==> src/rtl/ct_clint_pkg.sv <==
// rtl/ct_clint_pkg.sv - shared constants, types and decode helper for the N-hart CLINT
// Purpose: register map bases, per-hart strides, APB privilege encodings, region
//          enum and FSM state enum used by ct_clint_nhart_func and ct_clint_hart_regs.
// Ports:   none (package).
package ct_clint_pkg;

  localparam int MAX_HART = 16;

  localparam logic [15:0] MSIP_BASE     = 16'h0000;
  localparam logic [15:0] MTIMECMP_BASE = 16'h4000;
  localparam logic [15:0] SSIP_BASE     = 16'hC000;
  localparam logic [15:0] STIMECMP_BASE = 16'hD000;

  localparam int SIP_STRIDE  = 4;
  localparam int TCMP_STRIDE = 8;

  localparam logic [1:0] PPROT_M = 2'b11;
  localparam logic [1:0] PPROT_S = 2'b01;
  localparam logic [1:0] PPROT_U = 2'b00;

  typedef enum logic [2:0] {
    REG_NONE,
    REG_MSIP,
    REG_MTIMECMP,
    REG_SSIP,
    REG_STIMECMP
  } region_e;

  typedef enum logic {
    ST_IDLE,
    ST_RESP
  } apb_state_e;

  // True when off lies in [base, base + span).
  function automatic logic in_window(input logic [15:0] off, input logic [15:0] base,
                                     input int span);
    return ({1'b0, off} >= {1'b0, base}) && ({1'b0, off} < ({1'b0, base} + 17'(span)));
  endfunction

endpackage

==> src/rtl/ct_clint_hart_regs.sv <==
// rtl/ct_clint_hart_regs.sv - one hart's CLINT registers, compare flops and read mux
// Purpose: holds msip/mtimecmp (and ssip/stimecmp when CT_CLINT_STIMER_EN is defined),
//          produces the hart's interrupt lines and its slice of the read data.
// Ports:   clk, rst (sync active-high); sel (hart addressed), we (commit write),
//          region/hi/wdata (decoded access), mtime (system time);
//          rdata (0 unless sel), ms_int, mt_int, ss_int, st_int.
module ct_clint_hart_regs
  import ct_clint_pkg::*;
#(
  parameter logic [63:0] MTIMECMP_RST = 64'hFFFF_FFFF_FFFF_FFFF
) (
  input  logic        clk,
  input  logic        rst,
  input  logic        sel,
  input  logic        we,
  input  region_e     region,
  input  logic        hi,
  input  logic [31:0] wdata,
  input  logic [63:0] mtime,
  output logic [31:0] rdata,
  output logic        ms_int,
  output logic        mt_int,
  output logic        ss_int,
  output logic        st_int
);

  logic        msip_q;
  logic [63:0] mtimecmp_q;

  // The compare sees the register value before any write landing on the same edge.
  always_ff @(posedge clk) begin
    if (rst) begin
      msip_q     <= 1'b0;
      mtimecmp_q <= MTIMECMP_RST;
      mt_int     <= 1'b0;
    end else begin
      mt_int <= (mtime >= mtimecmp_q);
      if (we && region == REG_MSIP) begin
        msip_q <= wdata[0];
      end
      if (we && region == REG_MTIMECMP) begin
        if (hi) mtimecmp_q[63:32] <= wdata;
        else    mtimecmp_q[31:0]  <= wdata;
      end
    end
  end

  assign ms_int = msip_q;

`ifdef CT_CLINT_STIMER_EN
  logic        ssip_q;
  logic [63:0] stimecmp_q;

  always_ff @(posedge clk) begin
    if (rst) begin
      ssip_q     <= 1'b0;
      stimecmp_q <= MTIMECMP_RST;
      st_int     <= 1'b0;
    end else begin
      st_int <= (mtime >= stimecmp_q);
      if (we && region == REG_SSIP) begin
        ssip_q <= wdata[0];
      end
      if (we && region == REG_STIMECMP) begin
        if (hi) stimecmp_q[63:32] <= wdata;
        else    stimecmp_q[31:0]  <= wdata;
      end
    end
  end

  assign ss_int = ssip_q;
`else
  assign ss_int = 1'b0;
  assign st_int = 1'b0;
`endif

  always_comb begin
    rdata = '0;
    if (sel) begin
      case (region)
        REG_MSIP:     rdata = {31'b0, msip_q};
        REG_MTIMECMP: rdata = hi ? mtimecmp_q[63:32] : mtimecmp_q[31:0];
`ifdef CT_CLINT_STIMER_EN
        REG_SSIP:     rdata = {31'b0, ssip_q};
        REG_STIMECMP: rdata = hi ? stimecmp_q[63:32] : stimecmp_q[31:0];
`endif
        default:      rdata = '0;
      endcase
    end
  end

endmodule

==> src/rtl/ct_clint_nhart_func.sv <==
// rtl/ct_clint_nhart_func.sv - N-hart CLINT: APB decode, response FSM, per-hart registers
// Purpose: APB slave for per-hart msip/mtimecmp (ssip/stimecmp with CT_CLINT_STIMER_EN),
//          one wait state, privilege/decode error reporting, per-hart interrupt vectors.
// Ports:   forever_cpuclk, cpurst (sync active-high); apb_clk_en, psel_clint, penable,
//          paddr, pwrite, pwdata, pprot (APB request); prdata_clint, pready_clint,
//          perr_clint (APB response); sysio_clint_mtime (system time);
//          clint_ms_int/mt_int/ss_int/st_int [NUM_HART] (interrupts).
// Config:  CT_CLINT_STIMER_EN enables the supervisor software/timer registers.
module ct_clint_nhart_func
  import ct_clint_pkg::*;
#(
  parameter int          NUM_HART     = 4,
  parameter logic [63:0] MTIMECMP_RST = 64'hFFFF_FFFF_FFFF_FFFF
) (
  input  logic                forever_cpuclk,
  input  logic                cpurst,
  input  logic                apb_clk_en,
  input  logic                psel_clint,
  input  logic                penable,
  input  logic [31:0]         paddr,
  input  logic                pwrite,
  input  logic [31:0]         pwdata,
  input  logic [1:0]          pprot,
  output logic [31:0]         prdata_clint,
  output logic                pready_clint,
  output logic                perr_clint,
  input  logic [63:0]         sysio_clint_mtime,
  output logic [NUM_HART-1:0] clint_ms_int,
  output logic [NUM_HART-1:0] clint_mt_int,
  output logic [NUM_HART-1:0] clint_ss_int,
  output logic [NUM_HART-1:0] clint_st_int
);

  localparam logic [4:0] NUM_HART_W = 5'(NUM_HART);

  apb_state_e    state_q, state_d;
  logic          accept;
  logic [15:0]   off;
  region_e       dec_region;
  logic [3:0]    dec_hart;
  logic          dec_hi;
  logic          is_m, is_s, priv_err, hart_oob, dec_err;
  logic          wr_commit;
  logic [31:0]   rd_merge;
  logic [31:0]   rd_q;
  logic          err_q;
  logic [NUM_HART-1:0] hart_sel;
  logic [31:0]   hart_rdata [NUM_HART];
  logic          unused_paddr_hi;

  assign unused_paddr_hi = ^paddr[31:16];
  assign off = paddr[15:0];

  // Region bases are aligned to their window size, so the hart index and the
  // timer half select come straight from the offset bits.
  always_comb begin
    dec_region = REG_NONE;
    dec_hart   = '0;
    dec_hi     = 1'b0;
    if (in_window(off, MSIP_BASE, MAX_HART * SIP_STRIDE)) begin
      dec_region = REG_MSIP;
      dec_hart   = off[5:2];
    end else if (in_window(off, MTIMECMP_BASE, MAX_HART * TCMP_STRIDE)) begin
      dec_region = REG_MTIMECMP;
      dec_hart   = off[6:3];
      dec_hi     = off[2];
    end
`ifdef CT_CLINT_STIMER_EN
    else if (in_window(off, SSIP_BASE, MAX_HART * SIP_STRIDE)) begin
      dec_region = REG_SSIP;
      dec_hart   = off[5:2];
    end else if (in_window(off, STIMECMP_BASE, MAX_HART * TCMP_STRIDE)) begin
      dec_region = REG_STIMECMP;
      dec_hart   = off[6:3];
      dec_hi     = off[2];
    end
`endif
  end

  assign is_m     = (dec_region == REG_MSIP) || (dec_region == REG_MTIMECMP);
  assign is_s     = (dec_region == REG_SSIP) || (dec_region == REG_STIMECMP);
  assign priv_err = (is_m && pprot != PPROT_M) || (is_s && pprot == PPROT_U);
  assign hart_oob = ({1'b0, dec_hart} >= NUM_HART_W);
  assign dec_err  = (paddr[1:0] != 2'b00) || (dec_region == REG_NONE) || hart_oob || priv_err;

  assign accept    = (state_q == ST_IDLE) && apb_clk_en && psel_clint && penable;
  assign wr_commit = accept && pwrite && !dec_err;

  // FSM: state register
  always_ff @(posedge forever_cpuclk) begin
    if (cpurst) state_q <= ST_IDLE;
    else        state_q <= state_d;
  end

  // FSM: next state
  always_comb begin
    state_d = state_q;
    case (state_q)
      ST_IDLE: if (accept) state_d = ST_RESP;
      ST_RESP: state_d = ST_IDLE;
      default: state_d = ST_IDLE;
    endcase
  end

  // FSM: outputs; response fields are only visible during RESP
  always_comb begin
    pready_clint = 1'b0;
    prdata_clint = '0;
    perr_clint   = 1'b0;
    if (state_q == ST_RESP) begin
      pready_clint = 1'b1;
      prdata_clint = rd_q;
      perr_clint   = err_q;
    end
  end

  always_ff @(posedge forever_cpuclk) begin
    if (cpurst) begin
      rd_q  <= '0;
      err_q <= 1'b0;
    end else if (accept) begin
      rd_q  <= (dec_err || pwrite) ? 32'b0 : rd_merge;
      err_q <= dec_err;
    end
  end

  always_comb begin
    rd_merge = '0;
    for (int i = 0; i < NUM_HART; i++) begin
      rd_merge = rd_merge | hart_rdata[i];
    end
  end

  for (genvar g = 0; g < NUM_HART; g++) begin : g_hart
    assign hart_sel[g] = (dec_hart == 4'(g));

    ct_clint_hart_regs #(
      .MTIMECMP_RST(MTIMECMP_RST)
    ) u_hart (
      .clk    (forever_cpuclk),
      .rst    (cpurst),
      .sel    (hart_sel[g]),
      .we     (wr_commit && hart_sel[g]),
      .region (dec_region),
      .hi     (dec_hi),
      .wdata  (pwdata),
      .mtime  (sysio_clint_mtime),
      .rdata  (hart_rdata[g]),
      .ms_int (clint_ms_int[g]),
      .mt_int (clint_mt_int[g]),
      .ss_int (clint_ss_int[g]),
      .st_int (clint_st_int[g])
    );
  end

endmodule

==> config.mk <==
export PLATFORM = sky130hd
export DESIGN_NAME = ct_clint_nhart_func
export DESIGN_NICKNAME = d
export VERILOG_FILES = /design/src/rtl/ct_clint_pkg.sv /design/src/rtl/ct_clint_hart_regs.sv /design/src/rtl/ct_clint_nhart_func.sv
export SDC_FILE = /design/constraint.sdc
export NUM_CORES = 1
export LEC_CHECK = 0
export BUFFER_PORTS_ARGS = -buffer_cell sky130_fd_sc_hd__buf_4
export CORE_ASPECT_RATIO = 0.9
export CORE_MARGIN = 3
export CORE_UTILIZATION = 65
export DETAILED_ROUTE_END_ITERATION = 12
export GPL_ROUTABILITY_DRIVEN = 0
export PLACE_DENSITY = 0.84
export SYNTH_ARGS = -nofsm -noshare
export SYNTH_HDL_FRONTEND = slang
export SYNTH_SLANG_ARGS = --single-unit
==> constraint.sdc <==
create_clock -name forever_cpuclk -period 4 [get_ports forever_cpuclk]
set_input_delay 0.2 -clock forever_cpuclk [delete_from_list [all_inputs] [get_ports forever_cpuclk]]
set_output_delay 0.2 -clock forever_cpuclk [all_outputs]
set_load 0.05 [all_outputs]
# Word-level counts from Yosys, hierarchy flattened

Cells that the tools add are included.

Register bits: 298
Bits in writable memories: 0
Memories: 0
Latch bits: 0
ROM bits: 0
Bits of input ports: 136
Logic and storage cells: 104

Multiply operators: 0
Mux-type cells: 24
Reduce and logical (&&, ||, !) cells: 40
Eq/ne operators: 8
Shift operators: 0
Magnitude comparators: 8
Add/subtract/negate cells: 0
Bitwise gates (word level): 5
Divide/modulo/power cells: 0

Operators with widths:

| kind                                                                | count |
|---|---|
| two-way mux 32 bit                                                  | 10 |
| greater-or-equal comparator 64 bit                                  | 4 |
| case mux 32 bit (2 select lines)                                    | 4 |
| OR 32 bit                                                           | 3 |
| logical AND 1 bit                                                   | 20 |
| greater-or-equal comparator 16 x 15 -> 1 bit, second input constant | 1 |
| < comparator 16 x 15 -> 1 bit, second input constant                | 1 |
| < comparator 16 x 7 -> 1 bit, second input constant                 | 1 |
| AND reduction 2 bit                                                 | 8 |
| == test 4 x 2 -> 1 bit, second input constant                       | 2 |
| two-way mux 4 bit                                                   | 2 |
| logical OR 1 bit                                                    | 7 |
| two-way mux 1 bit                                                   | 5 |
| == test 4 x 1 -> 1 bit, second input constant                       | 1 |
| greater-or-equal comparator 4 x 3 -> 1 bit, second input constant   | 1 |
| logical NOT 4 bit                                                   | 1 |
| two-way mux 2 bit                                                   | 2 |
| == test 3 x 2 -> 1 bit, second input constant                       | 1 |
| == test 3 bit, second input constant                                | 1 |
| logical NOT 3 bit                                                   | 1 |
| == test 2 x 1 -> 1 bit, second input constant                       | 1 |
| == test 2 bit, second input constant                                | 1 |
| logical NOT 2 bit                                                   | 1 |
| != test 2 bit, second input constant                                | 1 |
| 4 further kinds                                                     | 5 |

# Depth between registers and ports, before layout

Depth after elaboration: 14
Gate-level depth with buffers: 10
Mapped depth without buffers: 8

# By module

Synthesis repeated with hierarchy kept, for this count alone.

Cell total of the unflattened synthesis: 2364
Area total of the unflattened synthesis: 19153.4 µm²

By module, submodules not included:

| module                                     | instances | area an instance (µm²) | seq. area each (µm²) | cells each |
|---|---|---|---|---|
| ct_clint_hart_regs at g_hart[0].u_hart ... | 3         | 4325.4                 | 1321.3               | 529 |
| ct_clint_hart_regs at g_hart[2].u_hart     | 1         | 4483.0                 | 1321.3               | 559 |
| ct_clint_nhart_func                        | 1         | 1694.1                 | 680.7                | 218 |

# Worst setup path after synthesis

OpenSTA, ideal clock, no wires.

Path type: register to register
Start: register state_q
End: register g_hart[1].u_hart.mtimecmp_q[55]
Stages on the path, launching flop included: 10
Path slack: 1.531 ns
Arrival: 2.349 ns
Path buffers: 3
Data required time: 3.880 ns
Path through: dfxtp_1 > nand4b_1 > nor4_1 > nand4b_1 > buf_6 > buf_6 > nor3_4 > buf_2 > nor2_1 > a211o_1

Word-level cells in the longest chain between the ends: 9

RTL lines:

| item                                 | line                       | text |
|---|---|---|
| start, declared                      | ct_clint_nhart_func.sv:36  | `apb_state_e state_q, state_d;` |
| start signal, assigned               | ct_clint_nhart_func.sv:92  | `else state_q <= state_d;` |
| inverter 1 bit                       | n/a                        |  |
| logical AND 1 bit (3 in series)      | ct_clint_nhart_func.sv:86  | `assign accept = (state_q == ST_IDLE) && apb_clk_en && psel_clint && penable;` |
| logical AND 1 bit (2 in series)      | ct_clint_nhart_func.sv:87  | `assign wr_commit = accept && pwrite && !dec_err;` |
| logical AND 1 bit                    | ct_clint_nhart_func.sv:143 | `.we (wr_commit && hart_sel[g]),` |
| logical AND 1 bit                    | ct_clint_hart_regs.sv:41   | `if (we && region == REG_MTIMECMP) begin` |
| AND reduction 2 bit (no source line) | n/a                        |  |
| end signal, assigned                 | ct_clint_hart_regs.sv:42   | `if (hi) mtimecmp_q[63:32] <= wdata;` |
| end, declared                        | ct_clint_hart_regs.sv:28   | `logic [63:0] mtimecmp_q;` |

No other way between the ends.
A chain may end at the register's enable or synchronous reset.

# Worst setup path in the final report

Start: register g_hart[0].u_hart.mtimecmp_q[46]
End: register g_hart[0].u_hart.mt_int

Word-level cells in the longest chain between the ends: 1

RTL lines:

| item                               | line                     | text |
|---|---|---|
| start, declared                    | ct_clint_hart_regs.sv:28 |  |
| start signal, assigned             | ct_clint_hart_regs.sv:42 |  |
| greater-or-equal comparator 64 bit | ct_clint_hart_regs.sv:37 | `mt_int <= (mtime >= mtimecmp_q);` |
| end signal, assigned               | ct_clint_hart_regs.sv:37 |  |
| end, declared                      | ct_clint_hart_regs.sv:22 | `output logic mt_int,` |

No other way between the ends.

==> impl_results.md <==
* Final hold viol count at 0
* Max-capacitance violation count at 0
* Clk_skew at 0.0140 ns
* Top FF cell, synth: dfxtp_1
* Vias in the first global route at 18,000
* Vias per inst at 6.56
* Total number of vias at 18,800
* Top cell type's share of synthesized area at 30.8%
* Routed WL at 63,700 um
* H-tree Lvls at 2
* Yosys top cell by area: dfxtp_1
* P&R area growth vs syn at 14.7%
* Input/output buffers at 161
* Std cell rows at 59
* Seq/Total Area, Yosys at 30.8%
* Worst slew pin tran at 1.03 ns
* Status: completed
* TNS Setup at 0 ns
* Post-layout instance count excluding filler cells at 2,862
* Flop pwr share at 43.0%
* Core area at 29,100 um2
* Drt pass-1 iters at 7
* Top area cells in the synthesized netlist: dfxtp_1 (31%), ha_1 (17%), a211o_1 (12%)
* Worst Path Arrival at 3.63 ns
* WL/cell at 22.3 um
* Most common cell in the netlist: nor2_1
* Min Clock Period, post-route at 3.27 ns
* Initial antenna violation count at 2
* Int Power at 5.26 mW
* Critical Path RT at 4.35 ns
* Peak VDD IR at 0.000315 V
* Post-synth top cells: nor2_1 (304), dfxtp_1 (298), a211o_1 (260), inv_1 (260), ha_1 (256)
* Distinct cell type count after synthesis at 64
* CTS Buf Count at 34
* PwrDens at 311 nW/um2
* Pre-CTS setup slack at 0.870 ns
* CP Class: reg -> reg
* Worst slew margin at 29.3%
* Starting Density at 66.5%
* IO Pins at 186
* Net Sw Power at 1.63 mW
* CTS tree: done
* Combinational share of power at 8.2%
* Fraction of registers with async set/reset at 0%
* Clock slew at reported path FFs at 0.06 ns
* Pins over their slew limit at 0
* Leak at 11.7 nW
* Critical path launch point type: flip-flop
* Fmax at 305 MHz
* EDFF count, synth at 0
* Antenna-violating nets left at 0
* DRT iter0 DRCs at 2,546
* CTS Buffer Depth at 3
* Slack of the critical path at 0.726 ns
* CTS root buf: clkbuf_16
* Switching share of power at 23.7%
* RSZ-0062 raised after global routing: false
* Hold Path Class: in -> reg
* Clock sinks at 298
* Postcts setup bufs at 0
* Clock power frac at 48.7%
* Fraction of layout cells with a size suffix above 1 at 12.0%
* Global-route wire length before repair at 97,600 um
* Fin nets at 2,834
* Final period utilization at 81.9%
* Gr usage total at 38.6%
* Largest net degree at the start of global routing at 102
* CP endpoint kind: flip-flop
* Syn_area_per_cell at 8.33 um2
* Clock latency on the worst-skew pair at 0.51 ns
* Yosys warnings at 0
* Total global routing overflow at 0
* Die area at 31,900 um2
* Mapped Area at 19,400 um2
* Cells after DPL at 2,771
* Post-Syn Instances at 2,325
* DRC at 0
* DP HPWL at 46,400 um
* DIE HEIGHT at 170 um
* Maximum fanout along the worst path at 2
* FF+latch count, synth at 298
* # setup viols final at 0
* Die width at 188 um
==> per-layer routing <==
layer / vias up / wire [um] / global-route usage (%)
li1: 8467 / - / -
met1: 8718 / 23900 / 48.9
met2: 1261 / 27500 / 61.4
met3: 315 / 8340 / 10.1
met4: 0 / 3950 / 19.8
met5: - / 0 / 0
==> sequential cells by signal (all words and copies together), names as in the netlist <==
signal                    flops
err_q                         1
rd_q                         32
g_hart.u_hart.mtimecmp_q    256
g_hart.u_hart.ms_int          4
state_q                       1
g_hart.u_hart.mt_int          4
==> cell type report <==
class | count | area [um2]
timing repair buffer | 238 | 1900
clock inverter | 12 | 188
fill | 2085 | 6880
inverter | 260 | 976
sequential | 298 | 5970
antenna | 1 | 2.50
multi-input combinational | 1610 | 11700
tap | 396 | 495
clock buffer | 47 | 1010
==> cells by family (layout without fill, tap and decap cells) <==
kind of cell	count (synthesis)	in the layout	share of synthesized area, %
other	1	9	0.0194
AND/OR/NAND/NOR	660	660	15.9
buffers and inverters	424	557	9.08
multiplexers	76	76	4.52
adder cells (fa/ha/maj)	256	256	16.5
flip-flops	298	298	30.8
AO/OA/AOI/OAI	610	610	23.1
==> worst max-delay path, cell delays in order, from the launching register on <==
cell,delay (ns)
dfxtp_1,0.33
inv_1,0.06
ha_1,0.31
nand3_1,0.12
nor3_1,0.53
nand2_1,0.24
nor4_1,0.85
a31oi_1,0.17
a311oi_1,0.51
==> repair_timing <==
item	in CTS	in global routing
resized for setup	0	0
hold endpoints to repair	222	0
hold buffers	31	0
==> power by group through the flow <==
| stage | logic, mW | registers, mW | clock network [mW] |
|---|---|---|---|
| final | 0.569 | 2.97 | 3.36 |
| after floorplan | 0.278 | 3.04 | 0 |
| after global routing | 0.604 | 2.97 | 3.48 |
| after global placement | 0.500 | 3.03 | 0 |
| after CTS | 0.546 | 2.97 | 3.36 |
| after detailed placement | 0.514 | 3.03 | 0 |
==> stage by stage <==
stage / power (mW) / hold slack, ns / util [%] / instance area [um2]
final: 6.90 / 0.0231 / 76.3 / 22200
after global placement: 3.53 / 0.423 / 71.1 / 20700
after detailed placement: 3.55 / 0.427 / 71.1 / 20700
after global routing: 7.05 / 0.0264 / 76.3 / 22200
after CTS: 6.88 / 0.00727 / 76.3 / 22200
after floorplan: 3.31 / 0.318 / - / 19400
==> final timing paths <==
check	startpoint	endpoint	slack, ns	cells past startpoint
worst max-delay path	g_hart[0].u_hart.mtimecmp_q[46]	g_hart[0].u_hart.mt_int	0.73	8
worst min-delay path	pwdata[0]	g_hart[3].u_hart.mtimecmp_q[0]	0.02	2
worst min register to register	rd_q[7]	rd_q[7]	0.44	2
worst max register to register	g_hart[0].u_hart.mtimecmp_q[46]	g_hart[0].u_hart.mt_int	0.73	8
==> cell usage in the layout (no fill, tap or decap), types with 8 or more instances in the layout <==
cell	netlist	layout
nand3_1	34	33
nor2b_1	10	9
inv_1	260	260
o221ai_1	9	9
nand2b_1	10	10
nand4_1	29	29
a211oi_1	22	22
clkbuf_16	0	37
ha_1	256	256
dfxtp_1	298	298
mux2i_1	65	65
nand2_1	151	151
and2_1	41	41
a22oi_1	9	9
a21oi_1	106	106
dlygate4sd3_1	0	31
conb_1	1	8
nor3_4	9	9
o21ai_0	92	92
a221oi_1	25	25
a21o_1	11	11
a2111oi_0	8	8
nor2_1	304	304
buf_4	19	204
a211o_1	260	260
mux4_2	9	9
o211ai_1	10	10
o22ai_1	18	18
nor3_1	35	35
Power figures use the tool's default switching activity.
